**config.mk**
```make
export PLATFORM = sky130hd
export DESIGN_NAME = stopwatch_fnd_ctrl
export DESIGN_NICKNAME = d
export VERILOG_FILES = /design/src/rtl/stopwatch_fnd_ctrl.sv
export SDC_FILE = /design/constraint.sdc
export NUM_CORES = 1
export LEC_CHECK = 0
export CORE_MARGIN = 2
export CORE_UTILIZATION = 50
export CTS_BUF_LIST = sky130_fd_sc_hd__clkbuf_4 sky130_fd_sc_hd__clkbuf_8
export CTS_CLUSTER_SIZE = 8
export DETAILED_ROUTE_END_ITERATION = 10
export HOLD_SLACK_MARGIN = 0.03
export PLACE_DENSITY = 0.78
export SLEW_MARGIN = 20
export SYNTH_ARGS = -nofsm -noshare
export SYNTH_HDL_FRONTEND = slang
export SYNTH_SLANG_ARGS = --single-unit
export TNS_END_PERCENT = 5
```
**constraint.sdc**
```tcl
create_clock -name clk -period 6.7 [get_ports clk]
set_input_delay 1.34 -clock clk [delete_from_list [all_inputs] [get_ports clk]]
set_output_delay 1.34 -clock clk [all_outputs]
set_load 0.03 [all_outputs]
```
**src/rtl/stopwatch_fnd_ctrl.sv**
```systemverilog
// stopwatch_fnd_ctrl: 4-digit multiplexed 7-segment driver showing SS.cc or HH.MM with 1 Hz blinking dp
module stopwatch_fnd_ctrl #(
  parameter int SCAN_COUNT = 100_000
) (
  input  logic       clk,
  input  logic       reset,
  input  logic [6:0] i_msec,
  input  logic [5:0] i_sec,
  input  logic [5:0] i_min,
  input  logic [4:0] i_hour,
  input  logic       i_disp_sel,
  output logic [3:0] fnd_com,
  output logic [7:0] fnd_data
);
  localparam int CW = $clog2(SCAN_COUNT);
  logic [CW-1:0] r_cnt;
  logic [1:0]    digit_sel;
  logic          r_active;
  logic [6:0]    s_msec;
  logic [5:0]    s_sec;
  logic [5:0]    s_min;
  logic [4:0]    s_hour;
  logic          s_disp_sel;
  logic          scan_tick;
  logic          load;
  logic [3:0]    digit;
  logic          dp_n;

  function automatic logic [6:0] seg7(input logic [3:0] d);
    case (d)
      4'd0:    seg7 = 7'h40;
      4'd1:    seg7 = 7'h79;
      4'd2:    seg7 = 7'h24;
      4'd3:    seg7 = 7'h30;
      4'd4:    seg7 = 7'h19;
      4'd5:    seg7 = 7'h12;
      4'd6:    seg7 = 7'h02;
      4'd7:    seg7 = 7'h78;
      4'd8:    seg7 = 7'h00;
      4'd9:    seg7 = 7'h10;
      default: seg7 = 7'h7F;
    endcase
  endfunction

  // Slot tick at the end of each prescaler period; the snapshot is taken whenever the next digit is 0
  always_comb begin
    scan_tick = (r_cnt == CW'(SCAN_COUNT - 1));
    load      = scan_tick && (!r_active || digit_sel == 2'd3);
  end

  // Prescaler, digit scan position and per-frame snapshot of the time value
  always_ff @(posedge clk or posedge reset) begin
    if (reset) begin
      r_cnt      <= '0;
      digit_sel  <= '0;
      r_active   <= 1'b0;
      s_msec     <= '0;
      s_sec      <= '0;
      s_min      <= '0;
      s_hour     <= '0;
      s_disp_sel <= 1'b0;
    end else begin
      r_cnt <= scan_tick ? '0 : r_cnt + 1'b1;
      if (scan_tick) begin
        r_active  <= 1'b1;
        digit_sel <= r_active ? digit_sel + 2'd1 : 2'd0;
      end
      if (load) begin
        s_msec     <= i_msec;
        s_sec      <= i_sec;
        s_min      <= i_min;
        s_hour     <= i_hour;
        s_disp_sel <= i_disp_sel;
      end
    end
  end

  // Select the BCD digit for the current slot from the snapshot
  always_comb begin
    digit = '0;
    case (digit_sel)
      2'd0: digit = s_disp_sel ? 4'(s_min % 6'd10)  : 4'(s_msec % 7'd10);
      2'd1: digit = s_disp_sel ? 4'(s_min / 6'd10)  : 4'(s_msec / 7'd10);
      2'd2: digit = s_disp_sel ? 4'(s_hour % 5'd10) : 4'(s_sec % 6'd10);
      2'd3: digit = s_disp_sel ? 4'(s_hour / 5'd10) : 4'(s_sec / 6'd10);
    endcase
  end

  // Drive the display from registered state only; dark until the first slot tick
  always_comb begin
    dp_n     = !(digit_sel == 2'd2 && s_msec < 7'd50);
    fnd_com  = r_active ? ~(4'b0001 << digit_sel) : 4'hF;
    fnd_data = r_active ? {dp_n, seg7(digit)} : 8'hFF;
  end
endmodule

```
==> flow_metrics.tcl, run 1 <==
set metrics [dict create \
    status "completed" \
    ys_warn_count 0 \
    period_share_pct 96.25 \
    routed-via-count 2548 \
    antennaDiodeCount 0 \
    setup_tns_ns 0 \
    drive_above_1_share_pct 21.25 \
    criticalPathCategory "reg2out" \
    leakage_nw 1.583 \
    worst_slack_ns 0.2510 \
    min_period_ns 6.449 \
    cp-end-kind "output pin" \
    cts_tree "yes" \
    seq_area_frac_synth_pct 34.95 \
    ios 39 \
    antenna_found_initial 0 \
    synth_top_area_cell "dfrtp_1" \
    grt_pass1_wl_um 11900 \
    holdWs_ns 0.4795 \
    hpwl_um 5289 \
    rr_startpoint "r_cnt[12]" \
    grt_overflow 0 \
    cts_hold_buf 0 \
    reg2reg_setup_slack_ns 3.83 \
    nets 393 \
    power_frac_clock_pct 36.5 \
    tightest_slew_ns 0.5491 \
    cp_max_fo 5 \
    wire_per_inst_um 15.90 \
    ant_nets 0 \
    cp-endpoint "fnd_data[0]" \
    hold_viol 0 \
    drt_iter0_drc 97 \
    ys.flop_type "dfrtp_1" \
    synthCells 308 \
    netlist_area_um2 3222 \
    numCtsBuffers 5 \
    slew_headroom_pct 63.30 \
    gp_congestion 0.8655 \
    synth.area.top_cells "dfrtp_1 35%, mux4_2 6.3%, ha_1 5.4%" \
    drc 0 \
    area_growth_pct 18.33 \
    std_cell_rows 29 \
    drt_wl_total_um 6837 \
    grt_pass1_vias 2451 \
    sw_frac_of_total_pct 21.18 \
    fp.dieArea_um2 7101 \
    startpoint_type "register" \
    root_buffer "clkbuf_8" \
    synth_edf_count 0 \
    insertion_delay_ns 0.30 \
    pwr-share-seq_pct 59.0 \
    dp_cells 421 \
    yosysUniqueCellTypes 73 \
    r2r-end "s_sec[3]" \
    clk_pin_slew_ns 0.09 \
    hold_path.class "reg2reg" \
    skew_ns 0.008441 \
    cts_max_level 2 \
    p_int_w 0.0003624 \
    worst-r2r-cell-count 6 \
    core_um2 6277 \
    syn_nets 349 \
    final_cell_area_um2 3812 \
    cts_sinks 45 \
    slew_viol_final 0 \
    yosys.area.top_type_share_pct 34.95 \
    layout_commonest_cell "dfrtp_1" \
    synthArstFlopShare_pct 100.0 \
    synth-seq-cells 45 \
    pwr-share-comb_pct 4.5 \
    cts_max_path_buffers 2 \
    fp.dieW_um 84.27 \
    initial_utilization_pct 51.33 \
    port_buffers 38 \
    stdcell_count 430 \
    die_height_um 84.27 \
    power.switching_w 0.00009741 \
    placed_area_um2 3701 \
    grt_usage_pct 20.27 \
    max_cap_viol_count 0 \
    grt_max_degree 46 \
    vdd_drop_max_v 0.0001093 \
    setup.worst_path.start "digit_sel[1]" \
    power.density_nw_per_um2 120.6 \
    dr.pass1.iters 4 \
    grt_setup_unrepaired "yes" \
    post-place-ws_ns 0.2424 \
    fillers 543 \
    max_freq_mhz 155.1 \
    cp.arrival_ns 5.11 \
    worstPathRequired_ns 5.36 \
    setup_viol 0 \
    syn_avg_cell_area_um2 10.46 \
    viasPerCell 5.926 \
    mostFrequentLayoutCells "45 x dfrtp_1, 31 x clkdlybuf4s50_1, 22 x nand2_1" \
]
[state kept, by name, summed over array words and instances, names as in the netlist]
register / flops
s_min: 6
s_hour: 5
r_active: 1
digit_sel: 2
s_msec: 7
s_disp_sel: 1
r_cnt: 17
s_sec: 6
[cell type report]
cell class                      count  area, µm²  area share (%)
Timing Repair Buffer               48      430.4           11.29
Sequential cell                    45       1126           29.54
Inverter                           14      52.55           1.378
Clock inverter                      2      15.01          0.3938
Clock buffer                        6      76.32           2.002
Multi-Input combinational cell    238       2016           52.87
Tap cell                           77      96.34           2.527
[per-stage QoR]
stage	util [%]	power, W
final	60.73	0.0004598
after floorplan	-	0.0002809
after global placement	58.96	0.0002974
after detailed placement	58.96	0.0002979
after global routing	60.73	0.0004782
after CTS	60.35	0.0004662
[cells by family (layout without fill, tap and decap cells)]
kind of cell	Yosys count	in the layout	share of synthesized area, %
simple gates	100	100	17.67
compound gates	68	68	17.09
flops	45	45	34.95
mux	39	39	16.62
buf+inv	25	70	3.612
xor+xnor	17	17	4.622
fa+ha+maj	14	14	5.437
[synth_stat cells (2+ instances only)]
cell type and count:
inv_1 12, mux4_2 9, o211ai_1 4, nand4_1 2
nand3_1 10, o21ai_0 10, nor2_1 21, a211o_1 2
and4_1 2, buf_6 2, ha_1 14, a31oi_1 2
xnor2_1 8, nor3_1 6, mux2i_1 4, buf_2 6
o2111ai_1 3, dfrtp_1 45, o211a_1 2, and3_1 3
xor2_1 9, or2_2 4, mux2_2 15, o31ai_1 5
nand2_1 22, a21oi_1 7, o21ai_1 6, or2_1 2
mux2_1 11, nand2b_1 4, clkbuf_1 2, nor4b_1 3
nor2b_1 3, and2_1 2, or4b_1 2, nor4b_2 2
nand3b_1 2, o21a_1 4, inv_2 2
[how the worst min path moves through the flow]
stage	start	endpoint	slack (ns)	cells past startpoint
floorplan	r_cnt[4]	r_cnt[4]	0.45	1
global placement	r_cnt[4]	r_cnt[4]	0.46	1
detailed placement	r_cnt[4]	r_cnt[4]	0.47	1
CTS	r_cnt[4]	r_cnt[4]	0.48	1
global route	r_cnt[4]	r_cnt[4]	0.52	1
finish	r_cnt[4]	r_cnt[4]	0.48	1
[power by group through the flow]
| stage | combinational [W] | sequential [W] | clock (W) |
|---|---|---|---|
| final | 0.0000206 | 0.000271 | 0.000168 |
| after detailed placement | 0.0000212 | 0.000277 | 0 |
| after global routing | 0.0000226 | 0.000271 | 0.000184 |
| after CTS | 0.0000212 | 0.000271 | 0.000174 |
| after global placement | 0.0000207 | 0.000277 | 0 |
| after floorplan | 0.00000411 | 0.000277 | 0 |
[critical path, cell delays in order, from the launching register on]
cell	delay [ns]
dfrtp_1	0.44
ha_2	0.23
mux4_2	0.37
o21a_1	0.23
a21oi_1	0.07
ha_1	0.23
or2_2	0.33
a211oi_2	0.26
nor2_2	0.10
xor2_1	0.19
inv_1	0.10
ha_1	0.24
or4_1	0.52
o311a_1	0.13
a221oi_2	0.28
nor2_1	0.13
ha_1	0.19
nor3_1	0.27
o31ai_1	0.11
clkdlybuf4s15_1	0.36
[per-layer routing]
metal	share of wire (%)	routed length (µm)	GRT usage, %	vias to the layer above
met5	0	0	0	-
met4	2.1	146	6.891	0
met3	3.2	222	3.048	13
met2	45	3092	31.96	48
met1	49	3374	28.74	1253
li1	-	-	-	1234
[repair_timing]
item	in CTS	in global routing
resized for setup	6	17
pin swaps	0	0
endpoints found under the setup margin	5	7
endpoints found under the hold margin	0	0
setup buffers	0	1
(Power assumes the default switching activity.)
==> run 2, diff against run 1 <==
--- a/config.mk
+++ b/config.mk
@@ -16,4 +16,4 @@
 export SYNTH_ARGS = -nofsm -noshare
 export SYNTH_HDL_FRONTEND = slang
 export SYNTH_SLANG_ARGS = --single-unit
-export TNS_END_PERCENT = 5
+export TNS_END_PERCENT = 10
==> constraint.sdc (replaced) <==
create_clock -name clk -period 7.9 [get_ports clk]
set_input_delay 1.58 -clock clk [delete_from_list [all_inputs] [get_ports clk]]
set_output_delay 1.58 -clock clk [all_outputs]
set_load 0.03 [all_outputs]
==> flow_metrics.tcl, run 2 (same netlist as run 1, synthesis figures left out) <==
set metrics [dict create \
    status "completed" \
    layout_commonest_cell "dfrtp_1" \
    min_period_ns 7.387 \
    max_freq_mhz 135.4 \
    drt_wl_total_um 6782 \
    regMostFlops "r_cnt" \
    slew_viol_final 0 \
    initial_utilization_pct 51.33 \
    crit_path_top_delay_cell "mux4_2" \
    std_cell_rows 29 \
    root_buffer "clkbuf_8" \
    mostFrequentLayoutCells "45 x dfrtp_1, 38 x clkdlybuf4s50_1, 22 x nand2_1" \
    period_share_pct 93.50 \
    cts_max_level 2 \
    grt_overflow 0 \
    drive_above_1_share_pct 15.99 \
    routed-via-count 2529 \
    drt_iter0_drc 182 \
    path_cells "inv_1 -> ha_1 -> mux4_2 -> nor2_1 -> a31oi_1 -> o211a_1 -> or2_2 -> ha_1 -> o211ai_1 -> o21ai_1 -> and3_1 -> a211o_1 -> and2_1 -> ha_1 -> nor3_1 -> o31ai_1 -> clkdlybuf4s50_1" \
    clk_pin_slew_ns 0.08 \
    leakage_nw 1.552 \
    grt_setup_unrepaired "no" \
    vdd_drop_max_v 0.0001245 \
    reg_top3 "r_cnt (17), s_msec (7)" \
    cp_num_buf_inv 2 \
    ant_nets 0 \
    numCtsBuffers 5 \
    criticalPathCategory "reg2out" \
    wire_per_inst_um 16.11 \
    cts_tree "yes" \
    setup_viol 0 \
    nets 385 \
    cp_common_cell "ha_1" \
    grt_pass1_wl_um 12110 \
    hold_viol 0 \
    cts_sinks 45 \
    area_growth_pct 16.70 \
    max_cap_viol_count 0 \
    core_um2 6277 \
    dr.pass1.iters 5 \
    viasPerCell 6.007 \
    worstPathRequired_ns 6.32 \
    cp_max_fo 15 \
    startpoint_type "register" \
    fp.dieArea_um2 7101 \
    cp.arrival_ns 5.81 \
    cts_max_path_buffers 2 \
    critical-path-top-delay-family "adder cells" \
    grt_max_degree 46 \
    antenna_found_initial 0 \
    cp-end-kind "output pin" \
    hpwl_um 5124 \
    gp_congestion 0.8614 \
    die_height_um 84.27 \
    setup_tns_ns 0 \
    ios 39 \
    grt_pass1_vias 2559 \
    insertion_delay_ns 0.29 \
    grt_usage_pct 20.44 \
    slowest_delay_ns 0.72 \
    drc 0 \
    hold_path.class "reg2reg" \
    power.density_nw_per_um2 109.9 \
    port_buffers 38 \
    skew_ns 0.003067 \
    cts_hold_buf 0 \
    slew_headroom_pct 48.53 \
    fp.dieW_um 84.27 \
    holdWs_ns 0.4814 \
    antennaDiodeCount 0 \
    tightest_slew_ns 0.7720 \
    largest_reg_flops 17 \
]
[run 2: cell count changes in the layout (fill, tap and decap cells not counted), moves of 2 or more]
cell             before  now
clkbuf_2              4    0
clkinvlp_4            2    0
clkdlybuf4s50_1      31   38
buf_4                12    2
[run 2: path summary, 6_finish.rpt]
path | from | endpoint | slack, ns | cells past startpoint
setup / recovery | digit_sel[0] | fnd_data[3] | 0.51 | 17
hold / removal | r_cnt[4] | r_cnt[4] | 0.48 | 1
setup reg to reg | r_cnt[12] | s_sec[1] | 5.00 | 6
hold reg to reg | r_cnt[4] | r_cnt[4] | 0.48 | 1
max in group asynchronous | reset | digit_sel[1] | 5.80 | 3
min in group asynchronous | reset | s_sec[1] | 1.73 | 3
[run 2: power by group]
group	total, W	leakage [nW]	internal (W)	switching [W]
sequential	0.000230	0.609	0.000230	0
clock	0.000166	0.0540	0.0000919	0.0000736
combinational	0.0000175	0.888	0.0000115	0.00000598
total	0.000413	1.55	0.000334	0.0000796
[run 2: final cells by class]
cell class                      instances  area (µm²)
Clock buffer                            5       68.82
Clock inverter                          2       35.03
Fill cell                             539        2517
Inverter                               14       52.55
Multi-Input combinational cell        238        1986
Sequential cell                        45        1126
Tap cell                               77       96.34
Timing Repair Buffer                   40       395.4
[run 2: per-stage QoR]
stage          cells  setup slack [ns]  utilization (%)  power [W]  cell area (µm²)
6_report         421            0.5134            59.90  0.0004131             3760
4_1_cts          421            0.2615            59.86  0.0004169             3757
5_1_grt          421           0.07719            59.90  0.0004286             3760
3_3_place_gp     414            0.8866            58.20  0.0002524             3654
3_5_place_dp     414            0.5853            58.20  0.0002527             3654
2_1_floorplan    308             1.385                -  0.0002382             3222
[run 2: worst reg2reg max path, delay by kind of cell (launching register included)]
kind | cells | cell delay (ns)
AOI/OAI and AO/OA | 1 | 0.23
muxes | 1 | 0.40
DFF | 1 | 0.43
and+or+nand+nor | 3 | 1.41
buffers and inverters | 1 | 0.32
[run 2: metal layers]
layer  vias to the layer above  part of all wire (%)  track usage (%)
met5                         -                     0                0
met4                         0                   1.6            5.279
met3                        10                   3.9            2.065
met2                        74                    46            32.90
met1                      1221                    49            29.76
li1                       1224                     -                -
[run 2: repair_timing]
item | CTS | global route
setup buffers | 0 | 0
resized for setup | 0 | 1
endpoints found under the setup margin | 0 | 7
hold endpoints to repair | 0 | 0
==> run 3, diff against run 2 <==
--- a/config.mk
+++ b/config.mk
@@ -5,6 +5,7 @@
 export SDC_FILE = /design/constraint.sdc
 export NUM_CORES = 1
 export LEC_CHECK = 0
+export CORE_ASPECT_RATIO = 1.5
 export CORE_MARGIN = 2
 export CORE_UTILIZATION = 50
 export CTS_BUF_LIST = sky130_fd_sc_hd__clkbuf_4 sky130_fd_sc_hd__clkbuf_8
@@ -12,6 +13,7 @@
 export DETAILED_ROUTE_END_ITERATION = 10
 export HOLD_SLACK_MARGIN = 0.03
 export PLACE_DENSITY = 0.78
+export REMOVE_ABC_BUFFERS = 1
 export SLEW_MARGIN = 20
 export SYNTH_ARGS = -nofsm -noshare
 export SYNTH_HDL_FRONTEND = slang
==> flow_metrics.tcl, run 3 (same netlist as run 1, synthesis figures left out) <==
set metrics [dict create \
    rr_startpoint "r_cnt[12]" \
    area_growth_pct 16.04 \
    post_cts_buffers 0 \
    grt_overflow 0 \
    std_cell_rows 35 \
    routed-via-count 2531 \
    ios 39 \
    whs_path_depth 1 \
    drc 0 \
    numCtsBuffers 5 \
    setup_tns_ns 0 \
    insertion_delay_ns 0.29 \
    cts_max_path_buffers 2 \
    slew_viol_final 0 \
    cts-resized-gates 0 \
    fp.dieArea_um2 7115 \
    drt_iter0_drc 92 \
    cts_max_level 2 \
    max_cap_viol_count 0 \
    status "completed" \
    dr.pass1.iters 4 \
    hp-start "r_cnt[4]" \
    antennaDiodeCount 0 \
    max_freq_mhz 135.9 \
    holdWs_ns 0.4904 \
    utilization_pct 60.55 \
    tightest_slew_ns 0.7728 \
    cts_tree "yes" \
    clk_pin_slew_ns 0.08 \
    grt_usage_pct 20.26 \
    antenna_found_initial 0 \
    slew_headroom_pct 48.48 \
    largest_reg_flops 17 \
    post-place-ws_ns 0.6807 \
    reg2reg_setup_slack_ns 4.87 \
    criticalPathCategory "reg2out" \
    cts_hold_buf 0 \
    root_buffer "clkbuf_8" \
    min_to "r_cnt[4]" \
    r2r-end "s_hour[2]" \
    fp.dieW_um 69.54 \
    cts_sinks 45 \
    worst_slack_ns 0.5396 \
    mostFrequentLayoutCells "45 x dfrtp_1, 38 x clkdlybuf4s50_1, 22 x nand2_1" \
    grt_setup_unrepaired "no" \
    setup_viol 0 \
    port_buffers 38 \
    hold_viol 0 \
    seqCellArea_um2 1126 \
    grt_pass1_wl_um 11650 \
    startpoint_type "register" \
    fillers 527 \
    hpwl_um 5197 \
    reg_top3 "r_cnt (17), s_msec (7)" \
    worst-r2r-cell-count 6 \
    ant_nets 0 \
    initial_utilization_pct 52.18 \
    layout_commonest_cell "dfrtp_1" \
    skew_ns 0.007101 \
    worstPathRequired_ns 6.32 \
    grt_max_degree 46 \
    vdd_drop_max_v 0.00008181 \
    hold_path.class "reg2reg" \
    viasPerCell 6.041 \
    drt_wl_total_um 6818 \
    gp_congestion 0.8823 \
    nets 385 \
    die_height_um 102.3 \
    wire_per_inst_um 16.27 \
    power.density_nw_per_um2 103.1 \
    core_um2 6175 \
    cp-end-kind "output pin" \
    multiInputGateArea_um2 1986 \
    drive_above_1_share_pct 16.23 \
    grt_pass1_vias 2539 \
    period_share_pct 93.17 \
    cp_max_fo 15 \
    regMostFlops "r_cnt" \
    min_period_ns 7.360 \
    cp.arrival_ns 5.78 \
    leakage_nw 1.546 \
]
[run 3: changes by cell type in the layout (fill, tap and decap cells not counted), sizes merged]
cell    before  now
bufinv       1    0
clkbuf       5    6
clkinv       1    2
[run 3: cell type report]
type	instances	area share, %
Timing Repair Buffer	40	10.58
Clock inverter	2	0.2677
Inverter	14	1.406
Clock buffer	6	2.041
Tap cell	74	2.477
Multi-Input combinational cell	238	53.11
Sequential cell	45	30.12
[run 3: report_power, final]
part	leakage, nW	internal (W)	switching, W
Combinational	0.888	0.0000116	0.00000634
Clock	0.0484	0.0000648	0.0000726
Sequential	0.609	0.000230	0
[run 3: through the flow]
| stage | cell area, µm² | power, W | cells |
|---|---|---|---|
| after global routing | 3739 | 0.0004002 | 419 |
| final | 3739 | 0.0003854 | 419 |
| after floorplan | 3158 | 0.0002382 | 297 |
| after global placement | 3650 | 0.0002527 | 411 |
| after detailed placement | 3650 | 0.0002531 | 411 |
| after CTS | 3736 | 0.0003920 | 419 |
[run 3: layer usage]
metal / GRT usage [%] / wire length, µm / vias up
met2: 37.13 / 3616 / 50
met5: 0 / 0 / -
met4: 8.145 / 118 / 0
met3: 2.170 / 205 / 10
met1: 24.34 / 2878 / 1245
li1: - / - / 1226
[run 3: critical path, cell delays in order, from the launching register on]
cell	delay [ns]
dfrtp_1	0.41
inv_1	0.12
ha_1	0.66
mux4_2	0.71
nor2_1	0.21
a31oi_1	0.11
o211a_1	0.16
or2_2	0.34
ha_1	0.30
o211ai_1	0.22
o21ai_1	0.16
and3_1	0.21
a211o_1	0.36
and2_1	0.21
ha_1	0.30
nor3_1	0.06
o31ai_1	0.24
clkdlybuf4s50_1	0.70
[run 3: how the worst max path moves through the flow]
stage                  from     endpoint  slack [ns]
5_1_grt          s_disp_sel  fnd_data[3]        0.14
3_3_place_gp   digit_sel[0]  fnd_data[1]        0.85
2_1_floorplan  digit_sel[0]  fnd_data[3]        1.40
6_report       digit_sel[0]  fnd_data[3]        0.54
4_1_cts        digit_sel[1]  fnd_data[1]        0.34
3_5_place_dp   digit_sel[0]  fnd_data[1]        0.68
